## src/rtl/vga_pkg.sv

```systemverilog
// Shared VGA definitions: pattern mode encodings, 12-bit colour type and
// the fixed colour constants used by the pattern generator.
package vga_pkg;

  typedef enum logic [1:0] {
    MODE_BARS  = 2'd0,
    MODE_CHECK = 2'd1,
    MODE_BOX   = 2'd2,
    MODE_GRAD  = 2'd3
  } mode_t;

  typedef enum logic {
    MOVE_POS = 1'b0,
    MOVE_NEG = 1'b1
  } axis_state_t;

  typedef struct packed {
    logic [3:0] r;
    logic [3:0] g;
    logic [3:0] b;
  } rgb12_t;

  localparam rgb12_t WHITE  = '{r: 4'hF, g: 4'hF, b: 4'hF};
  localparam rgb12_t RED    = '{r: 4'hF, g: 4'h0, b: 4'h0};
  localparam rgb12_t DKBLUE = '{r: 4'h0, g: 4'h0, b: 4'h4};
  localparam rgb12_t BLACK  = '{r: 4'h0, g: 4'h0, b: 4'h0};

  // Each bit of the 3-bit bar code drives one full colour channel.
  function automatic rgb12_t bar_colour(input logic [2:0] c);
    return '{r: {4{c[2]}}, g: {4{c[1]}}, b: {4{c[0]}}};
  endfunction

endpackage

```

## src/rtl/vga_bounce_axis.sv

```systemverilog
// One axis of the bouncing box: position plus a two-state direction FSM,
// advanced by SPEED on every frame tick and clamped at 0 and LIMIT.
module vga_bounce_axis
  import vga_pkg::*;
#(
  parameter int W     = 10,
  parameter int LIMIT = 768,
  parameter int SPEED = 2
) (
  input  logic         clk,
  input  logic         reset,
  input  logic         i_tick,
  output logic [W-1:0] o_pos
);

  // Compare one bit wider than the coordinate so pos+SPEED cannot wrap.
  localparam logic [W:0] LIM_E = (W+1)'(LIMIT);
  localparam logic [W:0] SPD_E = (W+1)'(SPEED);

  axis_state_t r_state;
  logic [W-1:0] r_pos;
  logic [W:0]   w_pos_ext;
  logic [W:0]   w_fwd;

  assign w_pos_ext = {1'b0, r_pos};
  assign w_fwd     = w_pos_ext + SPD_E;

  always_ff @(posedge clk) begin
    if (reset) begin
      r_state <= MOVE_POS;
      r_pos   <= '0;
    end else if (i_tick) begin
      case (r_state)
        MOVE_POS: begin
          if (w_fwd >= LIM_E) begin
            r_pos   <= LIM_E[W-1:0];
            r_state <= MOVE_NEG;
          end else begin
            r_pos <= w_fwd[W-1:0];
          end
        end
        MOVE_NEG: begin
          if (w_pos_ext <= SPD_E) begin
            r_pos   <= '0;
            r_state <= MOVE_POS;
          end else begin
            r_pos <= r_pos - SPD_E[W-1:0];
          end
        end
        default: r_state <= MOVE_POS;
      endcase
    end
  end

  assign o_pos = r_pos;

endmodule

```

## src/rtl/vga_pattern_gen.sv

```systemverilog
// Pixel-colour stage behind the VGA timing generator: four test patterns,
// frame-synchronous mode switching, and syncs re-aligned to the colour.
module vga_pattern_gen
  import vga_pkg::*;
#(
  parameter int HZNT_WIDTH     = 800,
  parameter int VERT_HEIGHT    = 600,
  parameter int HZNT_COOR_BITS = $clog2(HZNT_WIDTH),
  parameter int VERT_COOR_BITS = $clog2(VERT_HEIGHT),
  parameter int BOX_SIZE       = 32,
  parameter int BOX_SPEED      = 2
) (
  input  logic                      clk,
  input  logic                      reset,
  input  logic [HZNT_COOR_BITS-1:0] x,
  input  logic [VERT_COOR_BITS-1:0] y,
  input  logic                      in_frame,
  input  logic                      hsync,
  input  logic                      vsync,
  input  logic                      mode_next,
  output logic [3:0]                r,
  output logic [3:0]                g,
  output logic [3:0]                b,
  output logic                      hsync_o,
  output logic                      vsync_o,
  output logic [1:0]                mode
);

  localparam int XB    = HZNT_COOR_BITS;
  localparam int YB    = VERT_COOR_BITS;
  localparam int BAR_W = HZNT_WIDTH / 8;
  localparam logic [XB:0] BOX_X = (XB+1)'(BOX_SIZE);
  localparam logic [YB:0] BOX_Y = (YB+1)'(BOX_SIZE);

  logic        r_vsync_q;
  logic        r_rst_q;
  logic        r_pending;
  logic [7:0]  r_frame_cnt;
  mode_t       r_mode;
  logic        w_tick;
  logic [XB-1:0] w_bx;
  logic [YB-1:0] w_by;

  // r_rst_q masks the first cycle after reset so a vsync already high
  // across deassert is not mistaken for a rising edge.
  assign w_tick = vsync & ~r_vsync_q & ~r_rst_q;

  always_ff @(posedge clk) begin
    if (reset) begin
      r_vsync_q   <= 1'b0;
      r_rst_q     <= 1'b1;
      r_pending   <= 1'b0;
      r_frame_cnt <= 8'd0;
      r_mode      <= MODE_BARS;
    end else begin
      r_vsync_q <= vsync;
      r_rst_q   <= 1'b0;
      if (w_tick) begin
        r_frame_cnt <= r_frame_cnt + 8'd1;
        if (r_pending) r_mode <= mode_t'(r_mode + 2'd1);
        r_pending <= mode_next;
      end else begin
        r_pending <= r_pending | mode_next;
      end
    end
  end

  vga_bounce_axis #(.W(XB), .LIMIT(HZNT_WIDTH - BOX_SIZE), .SPEED(BOX_SPEED)) u_axis_x (
    .clk    (clk),
    .reset  (reset),
    .i_tick (w_tick),
    .o_pos  (w_bx)
  );

  vga_bounce_axis #(.W(YB), .LIMIT(VERT_HEIGHT - BOX_SIZE), .SPEED(BOX_SPEED)) u_axis_y (
    .clk    (clk),
    .reset  (reset),
    .i_tick (w_tick),
    .o_pos  (w_by)
  );

  logic [2:0]    w_bar_idx;
  logic [XB-1:0] w_scroll;
  logic          w_inside;
  rgb12_t        w_bars;
  rgb12_t        w_check;
  rgb12_t        w_box;
  rgb12_t        w_grad;
  rgb12_t        w_pix;

  // Bar index by comparison against constant multiples of the bar width.
  always_comb begin
    w_bar_idx = 3'd7;
    for (int k = 6; k >= 0; k--) begin
      if ({1'b0, x} < (XB+1)'((k + 1) * BAR_W)) w_bar_idx = 3'(k);
    end
  end

  assign w_bars   = bar_colour(3'd7 - w_bar_idx);
  assign w_scroll = x + XB'(r_frame_cnt);
  assign w_check  = (w_scroll[5] ^ y[5]) ? WHITE : BLACK;

  assign w_inside = ({1'b0, x} >= {1'b0, w_bx}) && ({1'b0, x} < ({1'b0, w_bx} + BOX_X)) &&
                    ({1'b0, y} >= {1'b0, w_by}) && ({1'b0, y} < ({1'b0, w_by} + BOX_Y));
  assign w_box    = w_inside ? RED : DKBLUE;
  assign w_grad   = '{r: x[XB-1 -: 4], g: y[YB-1 -: 4], b: r_frame_cnt[7:4]};

  always_comb begin
    w_pix = BLACK;
    case (r_mode)
      MODE_BARS:  w_pix = w_bars;
      MODE_CHECK: w_pix = w_check;
      MODE_BOX:   w_pix = w_box;
      MODE_GRAD:  w_pix = w_grad;
      default:    w_pix = BLACK;
    endcase
  end

  rgb12_t r_rgb_p1;
  logic   r_hsync_p1;
  logic   r_vsync_p1;

  // ---- stage p1: registered colour and syncs, one clock after inputs ----
  always_ff @(posedge clk) begin
    if (reset) begin
      r_rgb_p1   <= BLACK;
      r_hsync_p1 <= 1'b0;
      r_vsync_p1 <= 1'b0;
    end else begin
      r_rgb_p1   <= in_frame ? w_pix : BLACK;
      r_hsync_p1 <= hsync;
      r_vsync_p1 <= vsync;
    end
  end

  assign r       = r_rgb_p1.r;
  assign g       = r_rgb_p1.g;
  assign b       = r_rgb_p1.b;
  assign hsync_o = r_hsync_p1;
  assign vsync_o = r_vsync_p1;
  assign mode    = r_mode;

endmodule
```

## config.mk

```make
export PLATFORM = sky130hd
export DESIGN_NAME = vga_pattern_gen
export DESIGN_NICKNAME = d
export VERILOG_FILES = /design/src/rtl/vga_pkg.sv /design/src/rtl/vga_bounce_axis.sv /design/src/rtl/vga_pattern_gen.sv
export SDC_FILE = /design/constraint.sdc
export NUM_CORES = 1
export LEC_CHECK = 0
export CORE_MARGIN = 2
export CORE_UTILIZATION = 50
export CTS_CLUSTER_SIZE = 24
export DETAILED_ROUTE_END_ITERATION = 8
export PLACE_DENSITY = 0.72
export SYNTH_ARGS = -nofsm -noshare
export SYNTH_HDL_FRONTEND = slang
export SYNTH_SLANG_ARGS = --single-unit
export TNS_END_PERCENT = 5
```

## constraint.sdc

```tcl
create_clock -name clk -period 3.5 [get_ports clk]
set_input_delay 0.525 -clock clk [delete_from_list [all_inputs] [get_ports clk]]
set_output_delay 0.525 -clock clk [all_outputs]
set_load 0.01 [all_outputs]
```

==> impl_results.md <==
* Run status: completed
* WL final at 9402 um
* Clock share of power at 34.2%
* CTS tree: yes
* Area of the multi-input gates at 0.002643 mm2
* Flop2flop setup slack at 0.77 ns
* Unrepaired setup endpoints after global routing: false
* WHS at 0.5090 ns
* Global-route wire length before repair at 15530 um
* Slew @ Worst Pin at 0.9177 ns
* Max_slew headroom at 38.15%
* DR WL/cell at 15.57 um
* Max-Cap Viols at 0
* Achievable Freq at 347.3 MHz
* Die area at 0.008306 mm2
* Register area share after synthesis at 24.26%
* Routed vias at 3727
* Final ANT Viol Nets at 0
* Seq cells post-synth at 46
* GRT Overall Usage at 22.29%
* Syn nets at 557
* Htree depth at 2
* Arrival time of the worst setup path at 3.07 ns
* Critical Path RT at 3.69 ns
* Synthesized area at 0.003796 mm2
* DRC at 0
* Max layer used: met4
* DPL Wire Length at 6974 um
* Slew Limit Fails at 0
* DR iter-0 viols at 288
* Vias/cell at 6.171
* Comb power frac at 19.9%
* Crit Path Class: input port to flop
* Top FF cell, synth: dfxtp_1
* Fin crit share at 82.28%
* Vias in the first global route at 3339
* Final instance area at 0.004335 mm2
* Synth area leader: dfxtp_1
* Final Setup Violations at 0
* Core area at 0.007292 mm2
* Postcts setup bufs at 0
* CP startpoint kind: input port
* Power Total at 1.211 mW
* Finished Layout Cells at 604
* Largest net degree at the start of global routing at 39
* Buffers on Ports at 40
* Core Rows at 31
* Routed met3 length at 448 um
* Area share of the largest cell type after synthesis at 24.26%
* Worst-path maximum fanout at 8
* Synth area leaders: dfxtp_1, ha_1, a21oi_1, xnor2_1, nand2_1
* FF+latch area at 920.9 um2
* Clock Latency Late Sink at 0.31 ns
* Num CTS Buffers at 5
* Synthesis-to-finish area growth at 14.21%
* CTS Sinks at 46
* Tmin final at 2.880 ns
* Routability cong. at 0.8853
* Post-cts hold buffer count at 0
* Worst Skew at 0.01274 ns
* Diode count at 0
* Yosys cell types at 65
* Placed cell areas at 0.004223 mm2
* Initial cell density of the core at 52.06%
* Syn avg cell area at 7.843 um2
* # nets final at 577
* Met2 wire length at 4356 um
* Switching share of power at 28.61%
* Seq pwr share at 45.9%
* Share of layout cells above drive strength 1 at 3.762%
* Setup Total Neg Slack at 0 ns
* Pleak at 1.547 nW
* Post-CTS resize count at 0
* Die W at 91.14 um
* Final hold violations at 0
* Cell-internal power at 0.8644 mW
* IO Pins at 42
* Synth warnings at 0
* Clock root buffer: clkbuf_8
* Clk buf depth at 2
* Synthesized instance count at 484
* Total net switching power at 0.3465 mW
* # fillers at 702
* Post-synth ARST share at 0%
* Post-synth EDFFs at 0
* Die H at 91.14 um
* Pwr dens at 279.3 mW/mm2
* Most frequent cells in the layout: ha_1, dfxtp_1, a21oi_1, clkdlybuf4s50_1, nand2_1
* Worst-path clk slew at 0.10 ns
* # placed instances at 596
* Worst vdd ir at 0.0001742 V
* Met1 wire length at 4528 um
* Critical Path End Type: flop
* Initial antenna violation count at 0
* Worst hold-check path type: flop to flop
* DRT Pass-1 Iters at 5
* Most common cell after layout, fill and taps aside: ha_1
* Gr ovfl total at 0
==> routing by layer <==
layer / track usage (%) / vias to the layer above
met2: 36.73 / 108
li1: - / 1854
met5: 0 / -
met4: 5.429 / 0
met1: 30.79 / 1759
met3: 3.071 / 6
==> power groups by stage <==
stage / Sequential [mW] / Combinational (mW) / Clock, mW
2_1_floorplan: 0.564 / 0.153 / 0
3_3_place_gp: 0.567 / 0.231 / 0
3_5_place_dp: 0.568 / 0.239 / 0
4_1_cts: 0.556 / 0.240 / 0.424
5_1_grt: 0.560 / 0.267 / 0.444
6_report: 0.556 / 0.241 / 0.414
==> worst max-delay path: stages <==
cell and delay, ns:
clkdlybuf4s50_1 0.61, ha_1 0.29, a21o_1 0.19, a211oi_1 0.42, a2111oi_0 0.19, a211oi_1 0.37, a2111oi_0 0.18, a311o_1 0.28
==> state kept, by name, indices dropped and copies added, names as in the netlist <==
name and cells:
u_axis_x.o_pos 9, r_pending 1, vsync_o 1, u_axis_y.r_state 1
hsync_o 1, b 4, r_frame_cnt 8, mode 2
r 4, u_axis_y.o_pos 9, r_rst_q 1, u_axis_x.r_state 1
g 4
==> area by class of cell <==
cell class	instances	share of cell area, %
multi-input combinational	378	60.95
sequential	46	21.24
timing repair buffer	43	9.755
tap	99	2.857
inverter	30	2.597
clock buffer	5	1.587
clock inverter	3	1.010
==> logic make-up after synthesis <==
family / synth area share [%]
DFF: 24.26
xor gates and xnor gates: 4.845
buffers and inverters: 6.262
muxes: 0.5274
adders and majority gates: 15.49
and+or+nand+nor: 20.07
AOI/OAI and AO/OA: 28.54
==> synth_stat cells (all sizes together) (4+ instances only) <==
cell type / count
nand2: 34
o21ai: 26
and3: 4
o22ai: 5
o2111ai: 4
ha: 47
clkbuf: 21
a211o: 6
nand3: 22
a211oi: 7
dfxtp: 46
a22oi: 5
a21oi: 40
a31oi: 9
o31ai: 5
nor2: 34
nor3: 14
or3: 4
xor2: 5
xnor2: 16
nor4: 5
buf: 9
nand4: 11
a21o: 15
inv: 29
a311oi: 4
nor2b: 5
==> metrics by stage <==
step                      utilization (%)  setup WS [ns]
after floorplan                         -          1.161
after global placement              57.91         0.5049
after detailed placement            57.91         0.3499
after CTS                           59.45         0.6495
after global routing                59.45         0.4842
final                               59.45         0.6203
==> path summary, 6_finish.rpt <==
kind                                                     start                           to  cells past startpoint
worst max-delay path                                      x[3]              b[2]$_SDFF_PP0_                      8
worst min-delay path               r_frame_cnt[1]$_SDFFE_PP0P_  r_frame_cnt[1]$_SDFFE_PP0P_                      2
worst max register to register  u_axis_x.o_pos[3]$_SDFFE_PP0P_              b[2]$_SDFF_PP0_                      8
worst min register to register     r_frame_cnt[1]$_SDFFE_PP0P_  r_frame_cnt[1]$_SDFFE_PP0P_                      2
Note: power is estimated with default switching activity, not from simulation.
